## config.mk

```make
export PLATFORM = sky130hd
export DESIGN_NAME = voice_alloc
export DESIGN_NICKNAME = d
export VERILOG_FILES = /design/src/rtl/voice_alloc_pkg.sv /design/src/rtl/voice_evt_fifo.sv /design/src/rtl/voice_alloc.sv
export VERILOG_INCLUDE_DIRS = /design/src /design/src/rtl
export SDC_FILE = /design/constraint.sdc
export NUM_CORES = 1
export LEC_CHECK = 0
export BUFFER_PORTS_ARGS = -buffer_cell sky130_fd_sc_hd__buf_2
export CAP_MARGIN = 15
export CORE_MARGIN = 4
export CORE_UTILIZATION = 35
export CTS_CLUSTER_DIAMETER = 120
export DETAILED_ROUTE_END_ITERATION = 12
export HOLD_SLACK_MARGIN = 0.08
export PLACE_DENSITY = 0.64
export SYNTH_ARGS = -nofsm -noshare
export SYNTH_HDL_FRONTEND = slang
export SYNTH_HIERARCHICAL = 1
export SYNTH_SLANG_ARGS = --single-unit
export TNS_END_PERCENT = 10
```

## constraint.sdc

```tcl
create_clock -name clk_i -period 6.35 [get_ports clk_i]
set_clock_uncertainty 0.15 [all_clocks]
set_input_delay 1.27 -clock clk_i [delete_from_list [all_inputs] [get_ports clk_i]]
set_output_delay 1.27 -clock clk_i [all_outputs]
set_load 0.02 [all_outputs]
```

## src/rtl/global.v

```verilog
// Shared synth-wide defines: voice count, MIDI payload width and voice allocator sizing.
`ifndef GLOBAL_V
`define GLOBAL_V
`define OSC_VOICES 8
`define MIDI_PAYLOAD_BITS 7
`define VALLOC_FIFO_DEPTH 2
`define VALLOC_AGE_BITS 8
`endif

```

## src/rtl/voice_alloc_pkg.sv

```systemverilog
// Types, sizing constants and the saturating age helper shared by the voice allocator.
`include "global.v"

package voice_alloc_pkg;

  typedef enum logic [1:0] {
    IDLE   = 2'd0,
    SCAN   = 2'd1,
    COMMIT = 2'd2
  } valloc_state_t;

  localparam int AGE_BITS   = `VALLOC_AGE_BITS;
  localparam int FIFO_DEPTH = `VALLOC_FIFO_DEPTH;
  localparam logic [AGE_BITS-1:0] AGE_MAX = '1;

  function automatic logic [AGE_BITS-1:0] age_inc(input logic [AGE_BITS-1:0] a);
    return (a == AGE_MAX) ? a : a + 1'b1;
  endfunction

endpackage

```

## src/rtl/voice_evt_fifo.sv

```systemverilog
// Small event FIFO between the MIDI decoder strobes and the allocator FSM.
// A push into a full FIFO is still accepted when a pop happens in the same cycle.
module voice_evt_fifo
  import voice_alloc_pkg::*;
#(
  parameter int DW    = 8,
  parameter int DEPTH = FIFO_DEPTH
) (
  input  logic          clk_i,
  input  logic          nrst_i,
  input  logic          push,
  input  logic [DW-1:0] push_data,
  input  logic          pop,
  output logic [DW-1:0] pop_data,
  output logic          accept,
  output logic          empty
);

  localparam int PW = (DEPTH > 1) ? $clog2(DEPTH) : 1;
  localparam int CW = $clog2(DEPTH + 1);

  logic [DEPTH-1:0][DW-1:0] mem_q;
  logic [PW-1:0]            wr_q, rd_q;
  logic [CW-1:0]            cnt_q;
  logic                     full, do_pop;

  assign empty    = (cnt_q == '0);
  assign full     = (cnt_q == CW'(DEPTH));
  assign do_pop   = pop && !empty;
  assign accept   = push && (!full || do_pop);
  assign pop_data = mem_q[rd_q];

  function automatic logic [PW-1:0] nxt(input logic [PW-1:0] p);
    return (p == PW'(DEPTH - 1)) ? '0 : p + 1'b1;
  endfunction

  always_ff @(posedge clk_i or negedge nrst_i) begin
    if (!nrst_i) begin
      mem_q <= '0;
      wr_q  <= '0;
      rd_q  <= '0;
      cnt_q <= '0;
    end else begin
      if (accept) begin
        mem_q[wr_q] <= push_data;
        wr_q        <= nxt(wr_q);
      end
      if (do_pop) rd_q <= nxt(rd_q);
      case ({accept, do_pop})
        2'b10:   cnt_q <= cnt_q + 1'b1;
        2'b01:   cnt_q <= cnt_q - 1'b1;
        default: ;
      endcase
    end
  end

endmodule

```

## src/rtl/voice_alloc.sv

```systemverilog
// Polyphonic voice allocator: queues note-on/off strobes and assigns them to oscillator voices.
// Define VOICE_STEAL_EN to let a note-on with no free voice take over the oldest voice.
`include "global.v"

module voice_alloc
  import voice_alloc_pkg::*;
#(
  parameter int VOICES    = `OSC_VOICES,
  parameter int NOTE_BITS = `MIDI_PAYLOAD_BITS
) (
  input  logic                        clk_i,
  input  logic                        nrst_i,
  input  logic                        noteOnStrb_i,
  input  logic                        noteOffStrb_i,
  input  logic [NOTE_BITS-1:0]        note_i,
  output logic [VOICES*NOTE_BITS-1:0] voiceNote_o,
  output logic [VOICES-1:0]           voiceEn_o,
  output logic                        busy_o,
  output logic                        dropStrb_o,
  output logic                        stealStrb_o
);

  localparam int IW = $clog2(VOICES);
  localparam int EW = NOTE_BITS + 1;

  valloc_state_t                     state_q;
  logic [VOICES-1:0][NOTE_BITS-1:0]  note_q;
  logic [VOICES-1:0]                 en_q;
  logic [VOICES-1:0][AGE_BITS-1:0]   age_q;
  logic                              evt_on_q;
  logic [NOTE_BITS-1:0]              evt_note_q;
  logic                              match_vld_q, free_vld_q;
  logic [IW-1:0]                     match_idx_q, free_idx_q;
  logic                              drop_q;

  logic          push, pop, accept, empty, fifo_drop;
  logic [EW-1:0] pop_data;

  // Event type bit is the note-on strobe, so a simultaneous on/off queues the note-on.
  assign push      = noteOnStrb_i | noteOffStrb_i;
  assign pop       = (state_q == IDLE) && !empty;
  assign fifo_drop = (noteOnStrb_i && noteOffStrb_i) || (push && !accept);

  voice_evt_fifo #(.DW(EW)) u_fifo (
    .clk_i    (clk_i),
    .nrst_i   (nrst_i),
    .push     (push),
    .push_data({noteOnStrb_i, note_i}),
    .pop      (pop),
    .pop_data (pop_data),
    .accept   (accept),
    .empty    (empty)
  );

  logic          hit_any, free_any;
  logic [IW-1:0] hit_idx, free_idx;

  always_comb begin
    hit_any  = 1'b0;
    free_any = 1'b0;
    hit_idx  = '0;
    free_idx = '0;
    for (int v = VOICES - 1; v >= 0; v--) begin
      if (en_q[v] && note_q[v] == evt_note_q) begin
        hit_any = 1'b1;
        hit_idx = IW'(v);
      end
      if (!en_q[v]) begin
        free_any = 1'b1;
        free_idx = IW'(v);
      end
    end
  end

`ifdef VOICE_STEAL_EN
  logic [IW-1:0]       vic_idx, vic_idx_q;
  logic [AGE_BITS-1:0] vic_age;
  logic                steal_q;

  // Strict compare keeps the lowest index on equal ages.
  always_comb begin
    vic_idx = '0;
    vic_age = age_q[0];
    for (int v = 1; v < VOICES; v++) begin
      if (age_q[v] > vic_age) begin
        vic_age = age_q[v];
        vic_idx = IW'(v);
      end
    end
  end
  assign stealStrb_o = steal_q;
`else
  assign stealStrb_o = 1'b0;
`endif

  logic          wr_vld, off_clr, commit_drop, commit_steal;
  logic [IW-1:0] wr_idx;

  always_comb begin
    wr_vld       = 1'b0;
    wr_idx       = match_idx_q;
    commit_drop  = 1'b0;
    commit_steal = 1'b0;
    off_clr      = (state_q == COMMIT) && !evt_on_q && match_vld_q;
    if (state_q == COMMIT && evt_on_q) begin
      if (match_vld_q) begin
        wr_vld = 1'b1;
      end else if (free_vld_q) begin
        wr_vld = 1'b1;
        wr_idx = free_idx_q;
      end else begin
`ifdef VOICE_STEAL_EN
        wr_vld       = 1'b1;
        wr_idx       = vic_idx_q;
        commit_steal = 1'b1;
`else
        commit_drop  = 1'b1;
`endif
      end
    end
  end

  always_ff @(posedge clk_i or negedge nrst_i) begin
    if (!nrst_i) begin
      state_q     <= IDLE;
      note_q      <= '0;
      en_q        <= '0;
      age_q       <= '0;
      evt_on_q    <= 1'b0;
      evt_note_q  <= '0;
      match_vld_q <= 1'b0;
      free_vld_q  <= 1'b0;
      match_idx_q <= '0;
      free_idx_q  <= '0;
      drop_q      <= 1'b0;
`ifdef VOICE_STEAL_EN
      vic_idx_q   <= '0;
      steal_q     <= 1'b0;
`endif
    end else begin
      drop_q <= fifo_drop | commit_drop;
`ifdef VOICE_STEAL_EN
      steal_q <= commit_steal;
`endif
      case (state_q)
        IDLE: begin
          if (!empty) begin
            evt_on_q   <= pop_data[NOTE_BITS];
            evt_note_q <= pop_data[NOTE_BITS-1:0];
            state_q    <= SCAN;
          end
        end
        SCAN: begin
          match_vld_q <= hit_any;
          match_idx_q <= hit_idx;
          free_vld_q  <= free_any;
          free_idx_q  <= free_idx;
`ifdef VOICE_STEAL_EN
          vic_idx_q   <= vic_idx;
`endif
          state_q     <= COMMIT;
        end
        COMMIT: begin
          for (int v = 0; v < VOICES; v++) begin
            if (wr_vld && wr_idx == IW'(v)) begin
              note_q[v] <= evt_note_q;
              en_q[v]   <= 1'b1;
              age_q[v]  <= '0;
            end else if (wr_vld && en_q[v]) begin
              age_q[v] <= age_inc(age_q[v]);
            end
            if (off_clr && match_idx_q == IW'(v)) en_q[v] <= 1'b0;
          end
          state_q <= IDLE;
        end
        default: state_q <= IDLE;
      endcase
    end
  end

  assign voiceNote_o = note_q;
  assign voiceEn_o   = en_q;
  assign busy_o      = (state_q != IDLE) || !empty;
  assign dropStrb_o  = drop_q;

endmodule

```

Word-level counts from Yosys, hierarchy flattened

Cells that the tools add are included.

Bitwise logic cells: 3
Add/sub/neg operators: 4
Eq/ne operators: 28
Reductions and logical operators: 71
Order comparisons: 3
Mux-type cells: 67

Operators by type and width:

| cell                | count |
|---|---|
| $mux 3              | 19 |
| $eq 7x7->1          | 8 |
| $mux 1              | 40 |
| $reduce_and 2->1    | 17 |
| $logic_and 1x1->1   | 33 |
| $eq 3x3->1 const B  | 8 |
| $mux 8              | 3 |
| $reduce_bool 2->1   | 10 |
| $bwmux 16           | 1 |
| $eq 3x2->1 const B  | 4 |
| $demux 8 s1         | 1 |
| $pmux 2 s2          | 2 |
| $eq 2x2->1 const B  | 3 |
| $eq 3x1->1 const B  | 2 |
| $logic_not 3->1     | 2 |
| $eq 2x1->1 const B  | 2 |
| $logic_not 1->1     | 4 |
| $logic_not 2->1     | 2 |
| $lt 1x2->1 const B  | 2 |
| $logic_or 1x1->1    | 3 |
| $add 1x1->1 const B | 2 |
| $add 2x1->2 const B | 1 |
| $mux 2              | 1 |
| $ne 2x2->1 const B  | 1 |
| other kinds (4)     | 5 |

Bits of input ports: 11
Register bits after elaboration: 103
Word-level logic and storage cells: 205
Output and inout bits: 67

Longest topological paths before layout

Gate-level depths: netlist of the first run.

Depth after elaboration: 10
Gate-level depth with buffers: 8
Gate-level depth less buffers: 8

Cells and area by module

Netlist of the first run, hierarchy kept.

Modules (own cells, without submodules):

| module         | times used | area each (µm²) | seq. area each (µm²) | cells an instance |
|---|---|---|---|---|
| voice_alloc    | 1          | 4144.0          | 2077.0               | 355 |
| voice_evt_fifo | 1          | 895.9           | 500.5                | 60 |

Least setup slack after synthesis of the first run

Ideal clock, no wire load.

Path kind: input to register
From: in noteOffStrb_i
To: reg u_fifo.cnt_q[1]
Setup slack: 3909 ps
Arrival: 2212 ps
Cell stages on the path: 5
Buffers on the path: 0
Required time: 6121 ps
Path through: or2_2 > nand2b_1 > ha_1 > nor2_1 > xor2_1

Word-level cells in the longest chain between the ends: 4
Elaborated cells between the ends (all ways): 6
Those cells by class: eq/ne: 2; mux: 1; bitwise: 1; reduce/logical: 2

RTL lines:

| item                                            | RTL line             | RTL |
|---|---|---|
| start: declaration                              | voice_alloc.sv:14    | `input logic noteOffStrb_i,` |
| $or 1x1->1 *                                    | voice_alloc.sv:40    | `assign push = noteOnStrb_i \| noteOffStrb_i;` |
| $logic_and 1x1->1 *                             | voice_evt_fifo.sv:30 | `assign accept = push && (!full \|\| do_pop);` |
| $eq 2x1->1 or $eq 2x2->1 (tied branches)        | voice_evt_fifo.sv:49 | `case ({accept, do_pop})` |
| $pmux 2 s2 or $reduce_bool 2->1 (tied branches) | n/a                  |  |
| end signal: assignment                          | voice_evt_fifo.sv:50 | `2'b10: cnt_q <= cnt_q + 1'b1;` |
| end signal: assignment                          | voice_evt_fifo.sv:51 | `2'b01: cnt_q <= cnt_q - 1'b1;` |
| end: declaration                                | voice_evt_fifo.sv:24 | `logic [CW-1:0] cnt_q;` |

Every way passes the cells marked *; elsewhere a longest branch is shown, timed or not.
A chain may end at the register's enable or synchronous reset.

Worst setup path in the final report of the first run

From: reg u_fifo.cnt_q[0]
To: out busy_o

Word-level cells in the longest chain between the ends: 3

RTL lines:

| item             | RTL line             | RTL |
|---|---|---|
| $logic_not 2->1  | voice_evt_fifo.sv:27 | `assign empty = (cnt_q == '0);` |
| named net empty  | voice_alloc.sv:36    | `logic push, pop, accept, empty, fifo_drop;` |
| $logic_not 1->1  | voice_alloc.sv:183   | `assign busy_o = (state_q != IDLE) \|\| !empty;` |
| $logic_or 1x1->1 | voice_alloc.sv:183   |  |
| end: declaration | voice_alloc.sv:18    | `output logic busy_o,` |

The timed path passes the listed nets, and every way through them passes these cells.

==> results.py, run 1 <==
metrics = {
    "floorplan": {
        "design.core.area_sq_um": 14000,
        "die_h_microns": 128,
        "die_area_sq_um": 16400,
        "die_x_microns": 128,
        "placementRows": 43,
        "io_pins": 78,
        "initial_core_util_pct": 36.0,
    },
    "cells_and_area": {
        "antennaDiodeCount": 0,
        "fillers": 1330,
        "finalNonFillerCells": 665,
        "finalNetCount": 494,
        "area_growth_pct": 16.9,
        "drive_above_1_share_pct": 39.4,
        "final_util_pct": 42.1,
    },
    "critical_path": {
        "path_max_fanout": 4,
        "crit_buf_inv": 1,
        "max_stage_delay_ns": 0.45,
        "critPathLaunchType": "flip-flop",
        "crit_chain": "nor2_1, nand2_1, buf_2",
        "path_delay_family": "flip-flops",
        "setup.worst_path.end_class": "output port",
        "cpMaxStageDelayCell": "dfrtp_1",
        "critPathKind": "reg -> out",
        "cp.required_ns": 4.93,
        "cp_data_arrival_time_ns": 1.35,
        "reg2reg_setup_slack_ns": 3.75,
    },
    "synthesis": {
        "synth_top_family_by_area": "multiplexers",
        "syn_nets": 427,
        "synth_area_sq_um": 5040,
        "syn_avg_cell_area_sq_um": 12.1,
        "synthMuxAreaShare_pct": 20.6,
        "yosysSeqAreaShare_pct": 51.1,
        "ys_ff_latch": 103,
        "synthFlopType": "dfrtp_1",
        "synth-simple-area-share_pct": 10.2,
        "ys_types": 48,
        "synthXorXnorAreaFrac_pct": 10.6,
        "synth_edf_count": 0,
        "synth-adder-area-share_pct": 0.248,
        "syn_inst": 415,
        "synth-compound-area-share_pct": 4.15,
        "yosys_warnings": 6,
        "synthArstFlopShare_pct": 100,
    },
    "timing": {
        "fmax_mhz": 361,
        "rsz0062_at_grt": "no",
        "slew_headroom_pct": 36.5,
        "period_minus_slack_ns": 2.77,
        "setup_viol": 0,
        "final_hold_viol_count": 0,
        "tns_ns": 0,
        "holdWs_ns": 0.347,
        "tightest_slew_ns": 0.952,
        "fin_crit_sh_pct": 43.7,
        "report.final.slew_viol_count": 0,
    },
    "placement": {
        "io_buffers": 76,
        "dp_hpwl_microns": 8650,
        "dp.cells": 651,
        "place_congestion": 0.814,
    },
    "grt": {
        "grt_busiest_layer": "met2",
        "grt_max_degree": 77,
        "gr-total-overflow": 0,
        "antenna_found_initial": 0,
        "grt_usage_pct": 15.3,
        "use_met3_pct": 4.33,
        "grt_pass1_wl_microns": 19500,
        "grt_pass1_vias": 3568,
        "use_met2_pct": 24.6,
        "grt_use_met1_pct": 19.9,
    },
    "route": {
        "dr.first_iter.drc_count": 127,
        "drc": 0,
        "dr.pass1.iters": 4,
        "routedWlPerCell_microns": 17.8,
        "num_vias": 3334,
        "vias_per_cell": 5.01,
        "ant_nets": 0,
        "drt_wl_total_microns": 11800,
    },
    "power": {
        "p_int_mw": 1.70,
        "pwr-share-seq_pct": 41.1,
        "power_density_nw_per_um2": 453,
        "p_leak_nw": 2.75,
        "power.switching_mw": 0.962,
        "ir_worst_vdd_uv": 186,
        "p_sw_share_pct": 36.1,
        "comb_power_share_pct": 35.6,
        "pwr-share-clk_pct": 23.3,
    },
    "clock_network": {
        "clk_pin_slew_ns": 0.06,
        "root_buffer": "clkbuf_16",
        "clk_latency_ns": 0.34,
        "cts_tree": "built",
        "cts-htree-levels": 3,
        "post_cts_buffers": 0,
        "cts_buffers": 9,
        "post_cts_resized": 0,
        "clock-sinks": 103,
        "cts_hold_buffers": 0,
        "cts_buffer_depth": 2,
    },
    "job": {
        "drv_cap": 0,
    },
    "worst_hold_path": {
        "holdCritPathClass": "reg -> reg",
    },
    "status": {
        "status": "completed",
    },
}
[through the flow]
stage / cell area [sq um] / setup WS, ns / total power, mW
floorplan: 5040 / 3.91 / 1.79
detailed placement: 5560 / 3.62 / 2.07
global route: 5890 / 3.45 / 2.83
finish: 5890 / 3.58 / 2.67
global placement: 5560 / 3.67 / 2.03
CTS: 5890 / 3.56 / 2.70
[power groups by stage]
stage / Clock [mW] / Sequential [mW] / Combinational, mW
2_1_floorplan: 0 / 1.01 / 0.777
4_1_cts: 0.634 / 1.10 / 0.963
6_report: 0.620 / 1.10 / 0.949
3_5_place_dp: 0 / 1.11 / 0.955
5_1_grt: 0.661 / 1.13 / 1.04
3_3_place_gp: 0 / 1.10 / 0.931
[cell usage in the layout (no fill, tap or decap), types with 2 or more instances in the layout]
| cell | n |
|---|---|
| xnor2_1 | 48 |
| bufinv_16 | 3 |
| o22ai_1 | 2 |
| nor4_1 | 3 |
| buf_4 | 4 |
| o21ai_0 | 3 |
| nand2b_1 | 5 |
| dfrtp_1 | 103 |
| nor2_2 | 4 |
| buf_2 | 75 |
| clkbuf_16 | 9 |
| nor3_1 | 5 |
| mux2_2 | 81 |
| nand2_1 | 21 |
| nand3_1 | 4 |
| o31ai_1 | 2 |
| or2b_1 | 2 |
| nand4_1 | 12 |
| a31oi_1 | 3 |
| mux2i_1 | 2 |
| a21oi_1 | 10 |
| inv_1 | 10 |
| mux2_4 | 7 |
| nor2b_1 | 4 |
| xor2_1 | 13 |
| nor2_1 | 26 |
[cells in the mapped netlist, types with 2 or more instances]
master | number | share of area, %
xor2_1 | 13 | 2.3
buf_2 | 14 | 1.4
a31oi_1 | 3 | 0.37
nand2b_1 | 5 | 0.62
mux2_4 | 7 | 2.1
a21oi_1 | 10 | 0.99
mux2i_1 | 2 | 0.40
o21ai_0 | 3 | 0.30
nor2b_1 | 4 | 0.50
dfrtp_1 | 103 | 51
nand3_1 | 4 | 0.40
nand2_1 | 21 | 1.6
mux2_2 | 81 | 18
or2b_1 | 2 | 0.30
o31ai_1 | 2 | 0.30
nor4_1 | 3 | 0.37
nor2_1 | 26 | 1.9
nor3_1 | 5 | 0.50
clkbuf_1 | 7 | 0.52
o22ai_1 | 2 | 0.25
xnor2_1 | 48 | 8.3
inv_1 | 10 | 0.74
nor2_2 | 4 | 0.50
nand4_1 | 12 | 1.5
[registers in the layout (all words and copies together) (netlist names)]
signal / count
u_fifo/cnt_q: 2
dropStrb_o: 1
voiceEn_o: 8
match_vld_q: 1
match_idx_q: 3
u_fifo/mem_q: 16
voiceNote_o: 56
evt_note_q: 7
evt_on_q: 1
u_fifo/wr_q: 1
u_fifo/rd_q: 1
state_q: 2
free_idx_q: 3
free_vld_q: 1
[per-layer routing]
| layer | vias to the layer above | share of wire (%) |
|---|---|---|
| met4 | 0 | 1.8 |
| met1 | 1688 | 45 |
| met3 | 15 | 4.9 |
| li1 | 1562 | - |
| met5 | - | 0 |
| met2 | 69 | 48 |
[final cells by class]
type / instances / area [sq um] / area share (%)
Sequential cell: 103 / 2580 / 43.8
Multi-Input combinational cell: 279 / 2310 / 39.2
Timing Repair Buffer: 79 / 405 / 6.88
Clock buffer: 10 / 239 / 4.06
Tap cell: 180 / 225 / 3.82
Clock inverter: 4 / 95.1 / 1.61
Inverter: 10 / 37.5 / 0.637
[worst paths after layout]
check                      cells after the start            start               to
max                                            3  u_fifo/cnt_q[0]           busy_o
max in group asynchronous                      2           nrst_i     voiceEn_o[3]
min reg2reg                                    1  u_fifo/cnt_q[1]  u_fifo/cnt_q[1]
max reg2reg                                    5  u_fifo/cnt_q[0]  u_fifo/mem_q[0]
min in group asynchronous                      1           nrst_i      u_fifo/wr_q
min                                            1  u_fifo/cnt_q[1]  u_fifo/cnt_q[1]
[kinds of logic after synthesis]
logic type | count (synthesis)
muxes | 90
buffers and inverters | 33
xor gates and xnor gates | 61
AOI/OAI and AO/OA | 31
other | 1
and+or+nand+nor | 95
DFF | 103
adders and majority gates | 1
(Power assumes the default switching activity.)
==> run 2: changes to the inputs <==
- clock period: 6.35 -> 2.71 ns (I/O delays scaled with it)
==> results.py, run 2 (synthesis gave the netlist of run 1 again) <==
metrics = {
    "status": {
        "status": "completed",
    },
    "timing": {
        "fmax_mhz": 429,
        "report.final.slew_viol_count": 0,
        "tns_ns": 0,
        "tightest_slew_ns": 0.664,
        "setup_viol": 0,
        "final_hold_viol_count": 0,
        "rsz0062_at_grt": "no",
        "slew_headroom_pct": 55.7,
        "period_minus_slack_ns": 2.33,
        "fin_crit_sh_pct": 86.0,
        "setup_slack_ns": 0.378,
    },
    "placement": {
        "dpl_worst_slack_ns": 0.400,
        "dp_hpwl_microns": 9180,
        "place_congestion": 0.870,
        "io_buffers": 76,
        "placed_cell_area_sq_um": 5650,
    },
    "cells_and_area": {
        "drive_above_1_share_pct": 40.8,
        "area_growth_pct": 18.7,
        "finalNetCount": 505,
        "fillers": 1343,
        "final_common_cell": "dfrtp_1",
        "final_area_sq_um": 5980,
        "final_cell_mix": "dfrtp_1, mux2_2, buf_2",
        "final_util_pct": 42.8,
        "largest_reg_flops": 56,
        "antennaDiodeCount": 0,
    },
    "critical_path": {
        "reg2reg_setup_slack_ns": 0.38,
        "max_stage_delay_ns": 0.42,
        "critPathLaunchType": "flip-flop",
        "cp.required_ns": 2.78,
        "setup.worst_path.end_class": "flip-flop",
        "path_max_fanout": 8,
        "cpMaxStageDelayCell": "dfrtp_1",
        "path_delay_family": "simple AND/OR/NAND/NOR gates",
        "cp_data_arrival_time_ns": 2.40,
        "crit_buf_inv": 0,
        "critPathKind": "reg -> reg",
        "crit_chain": "and2b_4, nand4_4, nor3b_1, a31oi_1, nand2b_1, mux2_4",
    },
    "clock_network": {
        "post_cts_resized": 0,
        "clk_pin_slew_ns": 0.07,
        "cts_buffers": 9,
        "post_cts_buffers": 0,
        "cts_hold_buffers": 0,
        "cts_buffer_depth": 2,
        "clock-sinks": 103,
        "clk_latency_ns": 0.33,
        "root_buffer": "clkbuf_16",
        "cts-htree-levels": 3,
        "cts_tree": "built",
    },
    "grt": {
        "gr-total-overflow": 0,
        "grt_max_degree": 51,
        "grt_pass1_vias": 3546,
        "grt_pass1_wl_microns": 19300,
        "grt_usage_pct": 15.0,
        "antenna_found_initial": 0,
    },
    "power": {
        "ir_worst_vdd_uv": 476,
        "pwr-share-clk_pct": 22.4,
        "power_mw": 6.32,
        "comb_power_share_pct": 38.9,
        "p_int_mw": 4.05,
        "p_sw_share_pct": 36.0,
        "power.switching_mw": 2.28,
        "power_density_nw_per_um2": 1060,
        "pwr-share-seq_pct": 38.7,
        "p_leak_nw": 2.81,
    },
    "worst_hold_path": {
        "holdCritPathClass": "in -> async",
    },
    "route": {
        "vias_per_cell": 5.05,
        "dr.pass1.iters": 4,
        "drt_wl_total_microns": 12000,
        "dr.first_iter.drc_count": 121,
        "ant_nets": 0,
        "drc": 0,
        "routedWlPerCell_microns": 17.7,
        "num_vias": 3417,
    },
    "floorplan": {
        "initial_core_util_pct": 36.0,
        "die_h_microns": 128,
        "io_pins": 78,
        "die_x_microns": 128,
        "design.core.area_sq_um": 14000,
        "placementRows": 43,
        "die_area_sq_um": 16400,
    },
    "job": {
        "drv_cap": 0,
    },
}
==> run 2: cell count changes in the layout (fill, tap and decap cells not counted) <==
cell	previous run	this run
buf_12	0	1
buf_4	4	14
bufinv_16	3	2
clkbuf_8	1	3
==> run 2: layer usage <==
metal | part of all wire [%] | up-vias | track usage [%] | wire (microns)
met5 | 0 | - | 0 | 0
met4 | 1.9 | 0 | 4.37 | 222
met3 | 4.0 | 18 | 3.13 | 482
met2 | 48 | 84 | 24.8 | 5780
met1 | 46 | 1717 | 20.1 | 5470
li1 | - | 1598 | - | -
==> run 2: worst paths after layout <==
kind / cells past startpoint / from / endpoint
worst min-delay path: 1 / nrst_i / state_q[1]
worst max register to register: 6 / state_q[0] / voiceNote_o[47]
min in group clk_i: 2 / note_i[5] / u_fifo/mem_q[13]
max in group asynchronous: 2 / nrst_i / u_fifo/mem_q[0]
worst max-delay path: 6 / state_q[0] / voiceNote_o[47]
worst min register to register: 1 / u_fifo/cnt_q[1] / u_fifo/cnt_q[1]
==> run 2: stage by stage <==
step / instances / hold WS (ns)
3_3_place_gp: 662 / 0.318
3_5_place_dp: 662 / 0.340
4_1_cts: 677 / 0.110
2_1_floorplan: 415 / 0.0964
5_1_grt: 677 / 0.125
6_report: 677 / 0.0813
==> run 2: cell type report <==
| cell class | instances | area [sq um] | share of cell area, % |
|---|---|---|---|
| clock buffer | 12 | 267 | 4.46 |
| clock inverter | 3 | 65.1 | 1.09 |
| inverter | 10 | 37.5 | 0.627 |
| multi-input combinational | 279 | 2310 | 38.6 |
| sequential | 103 | 2580 | 43.1 |
| tap | 180 | 225 | 3.76 |
| timing repair buffer | 90 | 500 | 8.37 |
==> run 2: power groups by stage <==
stage | Clock, mW | Combinational (mW) | Sequential [mW]
after detailed placement | 0 | 2.48 | 2.48
after floorplan | 0 | 1.82 | 2.38
final | 1.42 | 2.46 | 2.45
after CTS | 1.45 | 2.50 | 2.46
after global routing | 1.51 | 2.72 | 2.51
after global placement | 0 | 2.43 | 2.46
==> run 2: worst register-to-register path, stage by stage, from the launching register on <==
cell	delay, ns
dfrtp_1	0.42
and2b_4	0.32
nand4_4	0.15
nor3b_1	0.25
a31oi_1	0.09
nand2b_1	0.42
mux2_4	0.41
